### src/rtl/sys_ctrl_pkg.sv
// Shared constants for the second-generation system controller:
// command opcodes, the error response byte and the FSM state encodings.
package sys_ctrl_pkg;

    localparam logic [7:0] OP_RF_WR   = 8'hAA;
    localparam logic [7:0] OP_RF_RD   = 8'hBB;
    localparam logic [7:0] OP_ALU_OP  = 8'hCC;
    localparam logic [7:0] OP_ALU_NOP = 8'hDD;
    localparam logic [7:0] ERR_BYTE   = 8'hEE;

    typedef enum logic [3:0] {
        RX_IDLE,
        RX_WR_ADDR,
        RX_WR_DATA,
        RX_RD_ADDR,
        RX_RD_WAIT,
        RX_OP_A,
        RX_OP_B,
        RX_FUN,
        RX_ALU_WAIT,
        RX_PUSH
    } rx_state_t;

    typedef enum logic [1:0] {
        TX_READY,
        TX_WAIT_BUSY,
        TX_WAIT_DONE
    } tx_state_t;

endpackage

### src/rtl/sys_ctrl_tx_fifo.sv
// Response byte FIFO: array storage with a registered read port that doubles
// as the UART TX data holding register, plus a free-slot count.
module sys_ctrl_tx_fifo #(
    parameter int DATA_WIDTH = 8,
    parameter int DEPTH      = 8
) (
    input  logic                        clk,
    input  logic                        reset,
    input  logic                        wr_en,
    input  logic [DATA_WIDTH-1:0]       wr_data,
    input  logic                        rd_en,
    output logic [DATA_WIDTH-1:0]       rd_data,
    output logic                        empty,
    output logic [$clog2(DEPTH):0]      free
);
    localparam int AW = $clog2(DEPTH);

    logic [DATA_WIDTH-1:0] mem [DEPTH];
    logic [AW-1:0]         wr_ptr_reg;
    logic [AW-1:0]         rd_ptr_reg;
    logic [AW:0]           count_reg;
    logic [DATA_WIDTH-1:0] rd_data_reg;
    logic                  full;
    logic                  wr_ok;
    logic                  rd_ok;

    assign full  = (count_reg == (AW+1)'(DEPTH));
    assign empty = (count_reg == '0);
    assign free  = (AW+1)'(DEPTH) - count_reg;
    // A write into a full FIFO is accepted when a pop frees a slot in the same cycle.
    assign wr_ok = wr_en && (!full || rd_en);
    assign rd_ok = rd_en && !empty;

    assign rd_data = rd_data_reg;

    always_ff @(posedge clk) begin
        if (wr_ok) begin
            mem[wr_ptr_reg] <= wr_data;
        end
    end

    always_ff @(posedge clk or posedge reset) begin
        if (reset) begin
            wr_ptr_reg  <= '0;
            rd_ptr_reg  <= '0;
            count_reg   <= '0;
            rd_data_reg <= '0;
        end else begin
            if (wr_ok) begin
                wr_ptr_reg <= wr_ptr_reg + 1'b1;
            end
            if (rd_ok) begin
                rd_ptr_reg  <= rd_ptr_reg + 1'b1;
                rd_data_reg <= mem[rd_ptr_reg];
            end
            case ({wr_ok, rd_ok})
                2'b10:   count_reg <= count_reg + 1'b1;
                2'b01:   count_reg <= count_reg - 1'b1;
                default: count_reg <= count_reg;
            endcase
        end
    end

endmodule

### src/rtl/sys_ctrl_gen2.sv
// System controller: decodes framed UART commands into RegFile/ALU strobes,
// queues responses in a byte FIFO and drains them to the UART transmitter.
module sys_ctrl_gen2
    import sys_ctrl_pkg::*;
#(
    parameter int DATA_WIDTH = 8,
    parameter int RF_ADDR    = 4,
    parameter int RES_BYTES  = 2,
    parameter int FIFO_DEPTH = 8,
    parameter int TIMEOUT    = 255
) (
    input  logic                            clk,
    input  logic                            reset,
    input  logic [DATA_WIDTH-1:0]           uart_rx_p_data,
    input  logic                            uart_rx_d_vld,
    input  logic                            uart_tx_busy,
    input  logic [DATA_WIDTH-1:0]           rf_rdData,
    input  logic                            rf_rdData_vld,
    input  logic [RES_BYTES*DATA_WIDTH-1:0] alu_out,
    input  logic                            alu_out_valid,
    output logic                            alu_en,
    output logic [3:0]                      alu_fun,
    output logic                            clk_gate_en,
    output logic [RF_ADDR-1:0]              rf_address,
    output logic                            rf_wrEn,
    output logic                            rf_rdEn,
    output logic [DATA_WIDTH-1:0]           rf_wrData,
    output logic [DATA_WIDTH-1:0]           uart_tx_p_data,
    output logic                            uart_tx_d_vld,
    output logic                            clk_div_en,
    output logic                            err_flag
);
    localparam int RES_W  = RES_BYTES * DATA_WIDTH;
    localparam int CNT_W  = $clog2(TIMEOUT + 1);
    localparam int PCNT_W = (RES_BYTES > 1) ? $clog2(RES_BYTES) : 1;
    localparam int FREE_W = $clog2(FIFO_DEPTH) + 1;

    rx_state_t             rx_state_reg, rx_state_next;
    tx_state_t             tx_state_reg, tx_state_next;
    logic [RF_ADDR-1:0]    wr_addr_reg, wr_addr_next;
    logic [CNT_W-1:0]      cnt_reg, cnt_next;
    logic [RES_W-1:0]      res_reg, res_next;
    logic [PCNT_W-1:0]     pcnt_reg, pcnt_next;
    logic [RF_ADDR-1:0]    rf_address_reg, rf_address_next;
    logic [DATA_WIDTH-1:0] rf_wrdata_reg, rf_wrdata_next;
    logic                  rf_wren_reg, rf_wren_next;
    logic                  rf_rden_reg, rf_rden_next;
    logic                  alu_en_reg, alu_en_next;
    logic [3:0]            alu_fun_reg, alu_fun_next;
    logic                  err_reg, err_next;
    logic                  tx_vld_reg, tx_vld_next;
    logic                  clk_div_reg;

    logic                  fifo_wr_en;
    logic [DATA_WIDTH-1:0] fifo_wr_data;
    logic                  fifo_rd_en;
    logic [DATA_WIDTH-1:0] fifo_rd_data;
    logic                  fifo_empty;
    logic [FREE_W-1:0]     fifo_free;

    logic                  timed_out;
    logic                  room_one;
    logic                  room_res;
    logic [RF_ADDR-1:0]    rx_addr;

    sys_ctrl_tx_fifo #(
        .DATA_WIDTH (DATA_WIDTH),
        .DEPTH      (FIFO_DEPTH)
    ) u_tx_fifo (
        .clk     (clk),
        .reset   (reset),
        .wr_en   (fifo_wr_en),
        .wr_data (fifo_wr_data),
        .rd_en   (fifo_rd_en),
        .rd_data (fifo_rd_data),
        .empty   (fifo_empty),
        .free    (fifo_free)
    );

    assign timed_out = (cnt_reg == CNT_W'(TIMEOUT - 1));
    assign room_one  = (fifo_free != '0);
    assign room_res  = (fifo_free >= FREE_W'(RES_BYTES));
    assign rx_addr   = uart_rx_p_data[RF_ADDR-1:0];

    // Command decoder, timeout counter and response pushes.
    always_comb begin
        rx_state_next   = rx_state_reg;
        wr_addr_next    = wr_addr_reg;
        cnt_next        = cnt_reg;
        res_next        = res_reg;
        pcnt_next       = pcnt_reg;
        rf_address_next = rf_address_reg;
        rf_wrdata_next  = rf_wrdata_reg;
        rf_wren_next    = 1'b0;
        rf_rden_next    = 1'b0;
        alu_en_next     = 1'b0;
        alu_fun_next    = alu_fun_reg;
        err_next        = err_reg;
        fifo_wr_en      = 1'b0;
        fifo_wr_data    = '0;

        case (rx_state_reg)
            RX_IDLE: begin
                if (uart_rx_d_vld) begin
                    if (uart_rx_p_data == DATA_WIDTH'(OP_RF_WR)) begin
                        rx_state_next = RX_WR_ADDR;
                    end else if (uart_rx_p_data == DATA_WIDTH'(OP_RF_RD)) begin
                        rx_state_next = RX_RD_ADDR;
                    end else if (uart_rx_p_data == DATA_WIDTH'(OP_ALU_OP)) begin
                        rx_state_next = RX_OP_A;
                    end else if (uart_rx_p_data == DATA_WIDTH'(OP_ALU_NOP)) begin
                        rx_state_next = RX_FUN;
                    end
                end
            end
            RX_WR_ADDR: begin
                if (uart_rx_d_vld) begin
                    wr_addr_next  = rx_addr;
                    rx_state_next = RX_WR_DATA;
                end
            end
            RX_WR_DATA: begin
                if (uart_rx_d_vld) begin
                    rf_wren_next    = 1'b1;
                    rf_address_next = wr_addr_reg;
                    rf_wrdata_next  = uart_rx_p_data;
                    rx_state_next   = RX_IDLE;
                end
            end
            RX_RD_ADDR: begin
                if (uart_rx_d_vld) begin
                    rf_rden_next    = 1'b1;
                    rf_address_next = rx_addr;
                    cnt_next        = '0;
                    rx_state_next   = RX_RD_WAIT;
                end
            end
            RX_RD_WAIT: begin
                cnt_next = cnt_reg + 1'b1;
                if (rf_rdData_vld) begin
                    if (room_one) begin
                        fifo_wr_en   = 1'b1;
                        fifo_wr_data = rf_rdData;
                    end else begin
                        err_next = 1'b1;
                    end
                    rx_state_next = RX_IDLE;
                end else if (timed_out) begin
                    fifo_wr_en    = room_one;
                    fifo_wr_data  = DATA_WIDTH'(ERR_BYTE);
                    err_next      = 1'b1;
                    rx_state_next = RX_IDLE;
                end
            end
            RX_OP_A: begin
                if (uart_rx_d_vld) begin
                    rf_wren_next    = 1'b1;
                    rf_address_next = RF_ADDR'(0);
                    rf_wrdata_next  = uart_rx_p_data;
                    rx_state_next   = RX_OP_B;
                end
            end
            RX_OP_B: begin
                if (uart_rx_d_vld) begin
                    rf_wren_next    = 1'b1;
                    rf_address_next = RF_ADDR'(1);
                    rf_wrdata_next  = uart_rx_p_data;
                    rx_state_next   = RX_FUN;
                end
            end
            RX_FUN: begin
                if (uart_rx_d_vld) begin
                    alu_fun_next  = uart_rx_p_data[3:0];
                    alu_en_next   = 1'b1;
                    cnt_next      = '0;
                    rx_state_next = RX_ALU_WAIT;
                end
            end
            RX_ALU_WAIT: begin
                cnt_next = cnt_reg + 1'b1;
                if (alu_out_valid) begin
                    // The whole result is queued or none of it is.
                    if (room_res) begin
                        res_next      = alu_out;
                        pcnt_next     = '0;
                        rx_state_next = RX_PUSH;
                    end else begin
                        err_next      = 1'b1;
                        rx_state_next = RX_IDLE;
                    end
                end else if (timed_out) begin
                    fifo_wr_en    = room_one;
                    fifo_wr_data  = DATA_WIDTH'(ERR_BYTE);
                    err_next      = 1'b1;
                    rx_state_next = RX_IDLE;
                end
            end
            RX_PUSH: begin
                fifo_wr_en   = 1'b1;
                fifo_wr_data = res_reg[DATA_WIDTH-1:0];
                res_next     = res_reg >> DATA_WIDTH;
                pcnt_next    = pcnt_reg + 1'b1;
                if (pcnt_reg == PCNT_W'(RES_BYTES - 1)) begin
                    rx_state_next = RX_IDLE;
                end
            end
            default: rx_state_next = RX_IDLE;
        endcase
    end

    // TX drain: one byte per complete busy handshake of the UART transmitter.
    always_comb begin
        tx_state_next = tx_state_reg;
        tx_vld_next   = 1'b0;
        fifo_rd_en    = 1'b0;
        case (tx_state_reg)
            TX_READY: begin
                if (!fifo_empty && !uart_tx_busy) begin
                    fifo_rd_en    = 1'b1;
                    tx_vld_next   = 1'b1;
                    tx_state_next = TX_WAIT_BUSY;
                end
            end
            TX_WAIT_BUSY: begin
                if (uart_tx_busy) begin
                    tx_state_next = TX_WAIT_DONE;
                end
            end
            TX_WAIT_DONE: begin
                if (!uart_tx_busy) begin
                    tx_state_next = TX_READY;
                end
            end
            default: tx_state_next = TX_READY;
        endcase
    end

    always_ff @(posedge clk or posedge reset) begin
        if (reset) begin
            rx_state_reg   <= RX_IDLE;
            tx_state_reg   <= TX_READY;
            wr_addr_reg    <= '0;
            cnt_reg        <= '0;
            res_reg        <= '0;
            pcnt_reg       <= '0;
            rf_address_reg <= '0;
            rf_wrdata_reg  <= '0;
            rf_wren_reg    <= 1'b0;
            rf_rden_reg    <= 1'b0;
            alu_en_reg     <= 1'b0;
            alu_fun_reg    <= '0;
            err_reg        <= 1'b0;
            tx_vld_reg     <= 1'b0;
            clk_div_reg    <= 1'b0;
        end else begin
            rx_state_reg   <= rx_state_next;
            tx_state_reg   <= tx_state_next;
            wr_addr_reg    <= wr_addr_next;
            cnt_reg        <= cnt_next;
            res_reg        <= res_next;
            pcnt_reg       <= pcnt_next;
            rf_address_reg <= rf_address_next;
            rf_wrdata_reg  <= rf_wrdata_next;
            rf_wren_reg    <= rf_wren_next;
            rf_rden_reg    <= rf_rden_next;
            alu_en_reg     <= alu_en_next;
            alu_fun_reg    <= alu_fun_next;
            err_reg        <= err_next;
            tx_vld_reg     <= tx_vld_next;
            clk_div_reg    <= 1'b1;
        end
    end

    assign alu_en         = alu_en_reg;
    assign alu_fun        = alu_fun_reg;
    assign clk_gate_en    = (rx_state_reg == RX_FUN) || (rx_state_reg == RX_ALU_WAIT);
    assign rf_address     = rf_address_reg;
    assign rf_wrEn        = rf_wren_reg;
    assign rf_rdEn        = rf_rden_reg;
    assign rf_wrData      = rf_wrdata_reg;
    assign uart_tx_p_data = fifo_rd_data;
    assign uart_tx_d_vld  = tx_vld_reg;
    assign clk_div_en     = clk_div_reg;
    assign err_flag       = err_reg;

endmodule

### config.mk
export PLATFORM = sky130hd
export DESIGN_NAME = sys_ctrl_gen2
export DESIGN_NICKNAME = d
export VERILOG_FILES = /design/src/rtl/sys_ctrl_pkg.sv /design/src/rtl/sys_ctrl_tx_fifo.sv /design/src/rtl/sys_ctrl_gen2.sv
export SDC_FILE = /design/constraint.sdc
export NUM_CORES = 1
export LEC_CHECK = 0
export CORE_MARGIN = 2
export CORE_UTILIZATION = 51
export DETAILED_ROUTE_END_ITERATION = 10
export MAX_ROUTING_LAYER = met4
export PLACE_DENSITY = 0.77
export SLEW_MARGIN = 20
export SYNTH_ARGS = -nofsm -noshare
export SYNTH_HDL_FRONTEND = slang
export SYNTH_SLANG_ARGS = --single-unit
export TNS_END_PERCENT = 1
### constraint.sdc
create_clock -name clk -period 2.75 [get_ports clk]
set_input_delay 0.4125 -clock clk [delete_from_list [all_inputs] [get_ports clk]]
set_output_delay 0.4125 -clock clk [all_outputs]
set_load 0.05 [all_outputs]
==> metrics.md <==
| Metric | Value |
|---|---|
| Initial antenna violation count | 0 |
| Clock net sink count | 139 |
| I/O Buffers | 68 |
| Vias in the first global route | 4382 |
| Post-synth EDFFs | 64 |
| CTS tree | done |
| Initial Utilization | 0.5235 |
| Max Clk Rate | 0.3767 GHz |
| Largest net degree at the start of global routing | 76 |
| Number of flip-flops in the largest register | 64 |
| Detailed-route DRC error count | 0 |
| CP bufs+invs | 1 |
| Crit-path cells | or4b_4 -> a32oi_1 -> o21ai_1 -> or2_1 -> buf_4 -> ha_1 -> or3_1 -> a21oi_2 -> xor2_1 |
| Synth Instances | 491 |
| Max Slew Vio Count | 0 |
| First-pass GRT wire length | 21840 um |
| Layout cells sized above 1 | 0.2030 |
| Cell Area, Synth | 0.006315 mm^2 |
| Mapped Avg Cell Area | 12.86 um^2 |
| Syn_nets | 538 |
| Peak supply drop | 0.6364 mV |
| Total Nets Final | 640 |
| Final setup violation count | 0 |
| CP startpoint | rx_state_reg[2] |
| FF-to-FF End | u_tx_fifo.count_reg[3] |
| Row cnt | 40 |
| First-pass DRT Iterations | 4 |
| Pre-CTS setup slack | -0.1736 ns |
| TNS Setup | 0 ns |
| Tmin final | 2.654 ns |
| CTS root buffer | clkbuf_16 |
| RR Startpoint | rx_state_reg[2] |
| Worst slew margin | 0.5230 |
| Ys async rst share | 0.5396 |
| Final core occ | 0.6655 |
| Final wirelength | 12850 um |
| Crit path max-delay family | simple AND/OR/NAND/NOR gates |
| Mean routed wirelength per cell | 16.60 um |
| Top post-synthesis cells by area | edfxtp_1, dfrtp_1, mux4_2 |
| CP Depth | 9 |
| Yosys cell types | 57 |
| Hpwl dp | 8624 um |
| Nature of the critical path startpoint | flip-flop |
| Critical path peak fanout | 11 |
| Largest area contributor in the netlist | edfxtp_1 |
| Cts hold-fix bufs | 0 |
| Max-Cap Viols | 0 |
| Share of the synthesized area in the top cell type | 0.3043 |
| Worst Hold Class | input pin to asynchronous set/reset pin |
| Crit. End Element | flip-flop |
| Gpl congestion | 0.8659 |
| Vias | 4264 |
| Clock buffer depth | 2 |
| CP peak stage delay | 0.50 ns |
| Clock latency on the worst-skew pair | 0.42 ns |
| Via-to-Cell Ratio | 5.509 |
| Least-Margin Pin Slew | 0.7155 ns |
| #FFs+latches synth | 139 |
| Most frequent cells in the layout | dfrtp_1, clkdlybuf4s50_1, edfxtp_1, buf_4, o21ai_0 |
| CTS clk-pin slew, worst paths | 0.06 ns |
| R2R depth | 9 |
| Period utilization | 0.9652 |
| Ys flop type | dfrtp_1 |
| CP required | 3.10 ns |
| RSZ-0062 raised after global routing | yes |
| Static leakage | 3.134 nW |
| Overall die area | 0.01329 mm^2 |
| Slowest CP cell | or4b_4 |
| Total GRT Usage | 0.2224 |
| Reg2Reg Setup Slack | 0.1 ns |
| Io pins | 69 |
| Clk_skew | 0.005012 ns |
| Status | finished, final reports clean |
| Sequential area share after synthesis | 0.6015 |
| Core area | 0.01206 mm^2 |
| Pwr per Cell Area | 1036 mW/mm^2 |
| Most common cell after layout, fill and taps aside | dfrtp_1 |
| ANT cells | 0 |
| Gr ovfl total | 0 |
| Die H | 115.3 um |
| Starting DRT DRC Count | 265 |
| Die width | 115.3 um |
| Final Hold Viols | 0 |
| Worst setup path class | flip-flop to flip-flop |
| Setup ws final | 0.09570 ns |
| Area grow syn2layout | 27.11% |
| WP data arrival | 3.00 ns |
| Clock buffer count from CTS | 17 |
| Synth Warn # | 0 |
| Routed Antenna Nets | 0 |
| H-tree levels | 4 |
-- power breakdown --
part | switching, mW | leakage [nW] | internal (mW)
combinational | 1.70 | 1.34 | 1.36
sequential | 0.408 | 1.53 | 2.65
clock | 0.866 | 0.270 | 1.33
-- worst max-delay path by stage --
stage / end
after floorplan: u_tx_fifo.mem[0][0]
after global placement: u_tx_fifo.count_reg[2]
after detailed placement: u_tx_fifo.count_reg[3]
after CTS: u_tx_fifo.count_reg[2]
after global routing: u_tx_fifo.count_reg[3]
final: u_tx_fifo.count_reg[3]
-- logic make-up after synthesis --
kind of cell | share of synthesized area
buffers and inverters | 0.03190
XOR/XNOR | 0.02219
other | 0.0005938
multiplexers | 0.1161
adder cells (fa/ha/maj) | 0.01783
AO/OA/AOI/OAI | 0.08877
flip-flops | 0.6015
AND/OR/NAND/NOR | 0.1211
-- per-layer routing --
| layer | routed length, um | global-route usage |
|---|---|---|
| met4 | 226 | 0.08353 |
| met5 | 0 | - |
| met3 | 563 | 0.05640 |
| met2 | 6537 | 0.3525 |
| met1 | 5525 | 0.2779 |
-- synthesized netlist by cell type (3+ instances only) --
cell      instances
nor2b_1           4
mux2_2           18
nor4_1            4
nand2b_1          5
a31oi_1           3
nand4_1           5
xnor2_1           8
a22oi_1           3
a21oi_1          28
edfxtp_1         64
mux2i_1          17
o21ai_0          42
nor3_1            9
nor4bb_1          3
nand3_1           9
a21o_1            3
mux4_2           16
nor2_1           27
nand3b_1         10
xor2_1            8
clkbuf_1         13
and2_1            7
nand2_1          26
inv_1            19
buf_1             5
ha_1              9
or3_1             3
buf_2             8
dfrtp_1          75
-- stage by stage --
step | power, mW | cells | instance area [um^2] | hold WS, ns
2_1_floorplan | 5.122 | 491 | 6315 | 0.4441
3_3_place_gp | 5.937 | 739 | 7407 | 0.4598
3_5_place_dp | 6.054 | 739 | 7407 | 0.4656
4_1_cts | 8.309 | 771 | 7983 | 0.4125
5_1_grt | 8.800 | 774 | 8026 | 0.4307
6_report | 8.314 | 774 | 8026 | 0.3996
-- what timing repair did --
item                                    4_1_cts  5_1_grt
setup buffers                                 0        3
resized for setup                             0        8
endpoints found under the setup margin        0        2
-- tightest hold or removal path, delay by kind of cell --
family	cells	cell delay, ns
buffers and inverters	3	0.82
-- area by class of cell --
| cell class | instances | area (um^2) |
|---|---|---|
| fill | 894 | 4035 |
| sequential | 139 | 3801 |
| clock buffer | 18 | 429.2 |
| clock inverter | 14 | 146.4 |
| inverter | 19 | 71.32 |
| multi-input combinational | 305 | 2355 |
| tap | 168 | 210.2 |
| timing repair buffer | 111 | 1013 |
(Power assumes the default switching activity.)
